## src/rtl/AocPkg.sv

```systemverilog
// Shared definitions for the input loader and the joltage solver:
// ROM address type, ASCII constants and loader FSM states.
package AocPkg;

  // 32 KiB image: room for a full puzzle input plus the EOT marker.
  localparam int ROM_ADDR_BITS = 15;

  typedef logic [ROM_ADDR_BITS-1:0] RomAddr_t;

  localparam logic [7:0] ASCII_EOT = 8'h04;
  localparam logic [7:0] ASCII_LF  = 8'h0A;
  localparam logic [7:0] ASCII_CR  = 8'h0D;
  localparam logic [7:0] ASCII_0   = 8'h30;
  localparam logic [7:0] ASCII_9   = 8'h39;

  typedef enum logic [2:0] {
    S_IDLE  = 3'd0,
    S_LOAD  = 3'd1,
    S_TERM  = 3'd2,
    S_DONE  = 3'd3,
    S_ERROR = 3'd4
  } loader_state_t;

  function automatic logic is_digit(input logic [7:0] c);
    return (c >= ASCII_0) && (c <= ASCII_9);
  endfunction

endpackage

```

## src/rtl/input_loader.sv

```systemverilog
// Streams the ASCII puzzle input into the solver ROM: digits packed from
// address 0 with line terminators stripped, then a single EOT byte.
// Malformed lines or a full ROM park the loader in a sticky error state.
module input_loader
  import AocPkg::*;
#(
  parameter int BATS_PER_BANK   = 100,
  parameter int BANK_COUNT_BITS = 16
) (
  input  logic                       Clk,
  input  logic                       Rst_n,
  input  logic                       InValid,
  input  logic [7:0]                 InData,
  input  logic                       InLast,
  output logic                       InReady,
  output logic                       WrEn,
  output RomAddr_t                   WrAddr,
  output logic [7:0]                 WrData,
  output logic [BANK_COUNT_BITS-1:0] BankCount,
  output logic                       Done,
  output logic                       Error
);

  localparam int BAT_BITS = $clog2(BATS_PER_BANK) + 1;
  localparam logic [BAT_BITS-1:0] BAT_FULL = BAT_BITS'(BATS_PER_BANK);

  typedef struct packed {
    loader_state_t              state;
    RomAddr_t                   ptr;
    logic [BAT_BITS-1:0]        bat_cnt;
    logic [BANK_COUNT_BITS-1:0] bank_cnt;
    logic                       wr_en;
    RomAddr_t                   wr_addr;
    logic [7:0]                 wr_data;
  } loader_regs_t;

  loader_regs_t r_reg;

  logic                       byte_err;
  logic                       do_write;
  logic                       last_err;
  logic [BAT_BITS-1:0]        bat_step;
  logic [BANK_COUNT_BITS-1:0] bank_step;
  logic [BAT_BITS-1:0]        bat_final;
  logic [BANK_COUNT_BITS-1:0] bank_final;

  // Classify the presented byte and work out the counters after it, then
  // apply the end-of-file rule on top of that post-byte state.
  always_comb begin
    byte_err  = 1'b0;
    do_write  = 1'b0;
    bat_step  = r_reg.bat_cnt;
    bank_step = r_reg.bank_cnt;
    if (is_digit(InData)) begin
      // A full bank without newline, or no address left for EOT, is fatal.
      if ((r_reg.bat_cnt == BAT_FULL) || (&r_reg.ptr)) begin
        byte_err = 1'b1;
      end else begin
        do_write = 1'b1;
        bat_step = r_reg.bat_cnt + 1'b1;
      end
    end else if (InData == ASCII_CR) begin
      byte_err = 1'b0;
    end else if (InData == ASCII_LF) begin
      if (r_reg.bat_cnt == BAT_FULL) begin
        bat_step  = '0;
        bank_step = r_reg.bank_cnt + 1'b1;
      end else if (r_reg.bat_cnt != '0) begin
        byte_err = 1'b1;
      end
    end else begin
      byte_err = 1'b1;
    end

    bat_final  = bat_step;
    bank_final = bank_step;
    last_err   = 1'b0;
    if (InLast) begin
      // File may end without a trailing newline: a full bank still counts.
      if (bat_step == BAT_FULL) begin
        bat_final  = '0;
        bank_final = bank_step + 1'b1;
      end else if (bat_step != '0) begin
        last_err = 1'b1;
      end
    end
  end

  // Loader FSM with registered write port; reset drops any pending write.
  always_ff @(posedge Clk) begin
    if (!Rst_n) begin
      r_reg <= '0;
    end else begin
      r_reg.wr_en <= 1'b0;
      case (r_reg.state)
        S_IDLE: r_reg.state <= S_LOAD;
        S_LOAD: begin
          if (InValid) begin
            if (byte_err) begin
              r_reg.state <= S_ERROR;
            end else begin
              if (do_write) begin
                r_reg.wr_en   <= 1'b1;
                r_reg.wr_addr <= r_reg.ptr;
                r_reg.wr_data <= InData;
                r_reg.ptr     <= r_reg.ptr + 1'b1;
              end
              r_reg.bat_cnt  <= bat_final;
              r_reg.bank_cnt <= bank_final;
              if (InLast) begin
                r_reg.state <= last_err ? S_ERROR : S_TERM;
              end
            end
          end
        end
        S_TERM: begin
          r_reg.wr_en   <= 1'b1;
          r_reg.wr_addr <= r_reg.ptr;
          r_reg.wr_data <= ASCII_EOT;
          r_reg.state   <= S_DONE;
        end
        S_DONE:  r_reg.state <= S_DONE;
        S_ERROR: r_reg.state <= S_ERROR;
        default: r_reg.state <= S_ERROR;
      endcase
    end
  end

  assign InReady   = (r_reg.state == S_LOAD);
  assign Done      = (r_reg.state == S_DONE);
  assign Error     = (r_reg.state == S_ERROR);
  assign WrEn      = r_reg.wr_en;
  assign WrAddr    = r_reg.wr_addr;
  assign WrData    = r_reg.wr_data;
  assign BankCount = r_reg.bank_cnt;

endmodule

```

## config.mk

```make
export PLATFORM = sky130hd
export DESIGN_NAME = input_loader
export DESIGN_NICKNAME = d
export VERILOG_FILES = /design/src/rtl/AocPkg.sv /design/src/rtl/input_loader.sv
export SDC_FILE = /design/constraint.sdc
export NUM_CORES = 1
export LEC_CHECK = 0
export BUFFER_PORTS_ARGS = -buffer_cell sky130_fd_sc_hd__buf_4
export CAP_MARGIN = 20
export CORE_MARGIN = 3
export CORE_UTILIZATION = 45
export CTS_BUF_LIST = sky130_fd_sc_hd__clkbuf_8
export DETAILED_ROUTE_END_ITERATION = 8
export PLACE_DENSITY = 0.79
export SLEW_MARGIN = 5
export SYNTH_ARGS = -nofsm -noshare
export SYNTH_HDL_FRONTEND = slang
export SYNTH_SLANG_ARGS = --single-unit
```

## constraint.sdc

```tcl
create_clock -name Clk -period 3.1 [get_ports Clk]
set_input_delay 0.155 -clock Clk [delete_from_list [all_inputs] [get_ports Clk]]
set_output_delay 0.155 -clock Clk [all_outputs]
set_load 0.02 [all_outputs]
```

Yosys cells after proc, flatten, opt, wreduce, memory -nomap -nowiden
Index checks and enable logic that the tools add are counted.
Widths: inputs -> output; s select.
{ "op_classes": {"n_eq_ne": 12, "n_reduce_logical": 12, "n_bitwise": 1, "n_addsub": 4, "magnitude_cmp": 2, "mux": 33} }
{ "ops": {"columns": ["cell", "count"], "rows": [
  ["$mux 16", 6],
  ["$mux 66", 1],
  ["$mux 63", 1],
  ["$mux 8", 7],
  ["$pmux 24 s2", 1],
  ["$add 16x1->16 const B", 2],
  ["$mux 24", 1],
  ["$eq 8x4->1 const B", 2],
  ["$eq 8x7->1 const B", 2],
  ["$reduce_bool 8->1", 2],
  ["$add 15x1->15 const B", 1],
  ["$mux 15", 1],
  ["$reduce_and 15->1", 1],
  ["$mux 1", 11],
  ["$mux 3", 3],
  ["$pmux 3 s3", 1],
  ["$add 8x1->8 const B", 1],
  ["$ge 8x6->1 const B", 1],
  ["$le 8x6->1 const B", 1],
  ["$reduce_and 4->1", 2],
  ["$eq 3x2->1 const B", 2],
  ["$ne 2x2->1 const B", 2],
  ["$eq 3x1->1 const B", 1],
  ["$eq 3x3->1 const B", 1],
  ["other kinds (10)", 10]
]} }
{ "totals": {"input_bits": 12, "ff_bits": 66, "output_inout_bits": 43, "wordCells": 71} }

Longest topological paths before layout
{ "depth": {"word_depth": 14, "depth_mapped": 13, "ltp_nobuf": 11} }

Worst setup path before layout
Ideal clock, no wire load.
{ "synth_path": {"path_type": "reg2reg", "startpoint": "reg r_reg[41] (netlist bit)", "endpoint": "reg r_reg, in the netlist BankCount[9]", "synth_period_minus_slack_ns": 3.283, "required_ns": 2.972, "slack_ns": -0.183, "arrival_time_ns": 3.156, "n_path_buf": 2, "path_stages_with_launch": 13, "setup_time_ns": 0.128, "path_cell_list": "dfxtp_1 clkbuf_1 inv_1 ha_1 or4b_4 o2111ai_2 nor4_1 mux2_2 or3_4 buf_2 a2111oi_2 xnor2_1 nor2_1"} }
{ "synth_between": {"elab_chain_cells": 8, "word_cells_on_any_way": 25, "classes_between": "2 x add/sub; 2 x eq/ne; 17 x mux; 1 x bitwise; 3 x reduce/logical"} }
{ "synth_lines": {"columns": ["element", "line_no", "text"], "rows": [
  ["start, declared", "input_loader.sv:37", "loader_regs_t r_reg;"],
  ["$eq 8x7->1 / $reduce_bool 8->1 (equally long branches)", "input_loader.sv:56, input_loader.sv:65, input_loader.sv:68", null],
  ["$mux 16, or another cell as far along", "input_loader.sv:65", "if (r_reg.bat_cnt == BAT_FULL) begin"],
  ["$mux 16, or another cell as far along", "input_loader.sv:64", "end else if (InData == ASCII_LF) begin"],
  ["$mux 16, or another cell as far along", "input_loader.sv:62", "end else if (InData == ASCII_CR) begin"],
  ["$mux 16, or another cell as far along", "input_loader.sv:54", "if (is_digit(InData)) begin"],
  ["$add 16x1->16, or another cell as far along", "input_loader.sv:82", "bank_final = bank_step + 1'b1;"],
  ["$mux 16 / $not 1->1 (equally long branches)", null, null],
  ["$mux 16 / $reduce_and 3->1 (equally long branches)", null, null]
]} }
Several ways; a longest one is shown, not always the timed one.
A chain may end at the register's enable or synchronous reset.

Worst setup path in the final report
{ "layout_path": {"startpoint": "reg r_reg[40] (netlist bit)", "endpoint": "reg r_reg, in the netlist BankCount[15]"} }
The elaborated chain is that of the path after synthesis.

==> run metrics <==
dpl hpwl=7.44 mm; failing checks=setup timing; max cap viols=0; Clock transition at path regs=70 ps; CTS max path bufs=2; Max Clock Skew=6.46 ps; CP max stage cell=or4b_4; Clk Latency, worst-skew pair=350 ps; Post-Syn Nets=532; Cells after Synth=515; core footprint=8460 sq um; CTS sink count=66; final hold vios=0; worst vdd ir=192 uV; GR met3 Demand/Resource=0.0491; Tot GR Track Use=0.208; count of cell types in the netlist=60; largest net degree at the start of global routing=41; cell family with most CP delay=simple AND/OR/NAND/NOR gates; Remaining Overflow, GRT=0; Final min period=3100 ps; vias in the first global route=3561; XOR/XNOR Fraction of Synth Area=0.0566; met1 Use GR=0.266; crit path DAT=3390 ps; hold_buf cts=0; die width=101 microns; Pins Over Slew Limit=0; Num CTS Buffers=9; Post-Synth Adder-Cell Area=0.0155; endpoint class of the critical path=flip-flop; Starting Density=0.475; CP startpoint kind=flip-flop; sequential area share after synthesis=0.328; post-synthesis simple-gate area fraction=0.322; Syn Std Cell Area=4020 sq um; Clock Root Buffer=clkbuf_8; fillers=751; RSZ-0062 raised after global routing=true; maximum clock frequency=322 MHz; PwrDens=371 nW/um^2; TritonCTS clock tree=built; max reg flops=26; Site Rows=33; post-synthesis mux area share=0.0187; num ports=55; Async S/R FF share, synth=0; Die ar.=10100 sq um; TNS Setup=-4.14 ps; Area Growth Syn to Fin=17.9%; antenna fix cells=0; Multi-input gate area=2340 sq um; routed len/inst=15.9 microns; H-tree depth=3; total power=1.76 mW; synthesized flop and latch total=66; actual slew at the worst max-slew pin=666 ps; critical path class=reg -> reg; first-pass GRT wire length=17.0 mm; Non-Filler Instances=660; worst-path fanout max=4; Ys Warns=0; Setup WS post-layout=-4.14 ps; met2 usage=0.336; Final Cell Area=4750 sq um; FF+latch area=1320 sq um; Synth Flop Type=dfxtp_1; syn avg cell area=7.81 sq um; DRT Wirelength=10.5 mm; Area after DPL=4430 sq um; Layout Nets=567; Leak=1.74 nW; Slew Limit Headroom=0.556; setup violators final=1; Max stage delay on crit path=500 ps; hold_ws=79.3 ps; PortBufs=54; Compound-Gate Fraction of Synth Area=0.150; crit path cell chain=inv_2, ha_4, or4b_4, or4b_1, or3_4, or3b_4, a2111oi_4, a31oi_1, or2_1, a21oi_2; Post-synth EDFFs=0; Die Ht=101 microns; initial antenna violation count=0; Reg2Reg Setup Slack=-4 ps; layout cell share with drive strength beyond 1=0.249; Tcrit/Tclk final=1.00; Post-DRT Antenna Nets=0; placed insts=640; GR peak layer=met2; drt initial violations=390; largest family of logic cells by synthesized area=simple AND/OR/NAND/NOR gates; CP bufs+invs=1; Final GP Congestion=0.964; CP Data Required Time=3390 ps; Hold/Removal Path Class=in -> reg; Via density=5.99; Post-route DRC=0; status=finished with violations; Via Count=3951; drt pass-1 iters=5
[synthesized netlist by cell type, types with 5 or more instances]
| cell type | instances | area, sq um |
|---|---|---|
| nor2_1 | 43 | 161 |
| nand2_1 | 69 | 259 |
| xor2_1 | 14 | 123 |
| nand3b_1 | 6 | 45.0 |
| and2_1 | 8 | 50.1 |
| nand3_1 | 28 | 140 |
| buf_4 | 39 | 293 |
| xnor2_1 | 12 | 105 |
| o21ai_0 | 18 | 90.1 |
| ha_1 | 5 | 62.6 |
| clkbuf_1 | 25 | 93.8 |
| a31oi_1 | 9 | 56.3 |
| nor3_1 | 12 | 60.1 |
| a21oi_1 | 36 | 180 |
| and3_1 | 7 | 43.8 |
| nor3b_1 | 8 | 60.1 |
| inv_1 | 7 | 26.3 |
| or3_1 | 9 | 56.3 |
| nand4_1 | 18 | 113 |
| dfxtp_1 | 66 | 1320 |
[worst min-delay path, delay by kind of cell]
family          cells  cell delay, ps
simple gates        1              50
buf+inv             1             120
compound gates      1              50
[per-layer routing]
metal	wire length, microns	vias up
li1	-	1871
met1	4370	1820
met2	4900	209
met3	858	51
met4	378	0
met5	0	-
[report_power, final]
part	internal [mW]	switching, mW	total [mW]
Clock	0.494	0.337	0.831
Combinational	0.0288	0.0462	0.0750
Sequential	0.851	0.00425	0.855
Total	1.37	0.388	1.76
[repair_timing]
action / 4_1_cts / 5_1_grt
gates resized for setup: 1 / 12
setup buffers: 0 / 4
pin swaps: 0 / 4
endpoints found under the setup margin: 1 / 13
hold endpoints to repair: 0 / 0
[layout make-up]
type	count	share of cell area
multi-input cells	374	0.494
flip-flops and latches	66	0.279
repair buffers	92	0.146
clock buffers	11	0.0319
well taps	105	0.0277
clock inverters	5	0.0163
inverters	7	0.00554
[layout by cell type (no fill, tap or decap), drive strengths merged, types with 3 or more instances in the layout]
cell type and n:
a2111oi 4, a211oi 4, a21o 3, a21oi 37, a22oi 4, a31oi 9
and2 8, and3 7, and4 4, buf 92, clkbuf 11, dfxtp 66
ha 5, inv 8, mux2 4, mux2i 3, nand2 69, nand3 28
nand3b 6, nand4 18, nor2 43, nor3 12, nor3b 8, nor4 5
nor4b 6, o2111ai 4, o211ai 3, o21ai 18, or3 12, xnor2 12
xor2 14
[metrics by stage]
step / setup WS (ps) / util
global route: -88.8 / 0.561
global placement: 31.8 / 0.524
finish: -4.14 / 0.561
detailed placement: 16.1 / 0.524
floorplan: -22.1 / -
CTS: 12.8 / 0.552
[worst paths after layout]
| path | cells past startpoint | from | end |
|---|---|---|---|
| min | 3 | InData[3] | WrData[3] |
| max | 10 | r_reg[40] | BankCount[15] |
| max reg2reg | 10 | r_reg[40] | BankCount[15] |
| min reg2reg | 2 | WrAddr[5] | WrAddr[5] |
[cells by family after synthesis]
family / Yosys count
adders and majority gates: 5
DFF: 66
and+or+nand+nor: 242
AOI/OAI and AO/OA: 94
muxes: 7
xor gates and xnor gates: 26
buffers and inverters: 75
(Power assumes the default switching activity.)
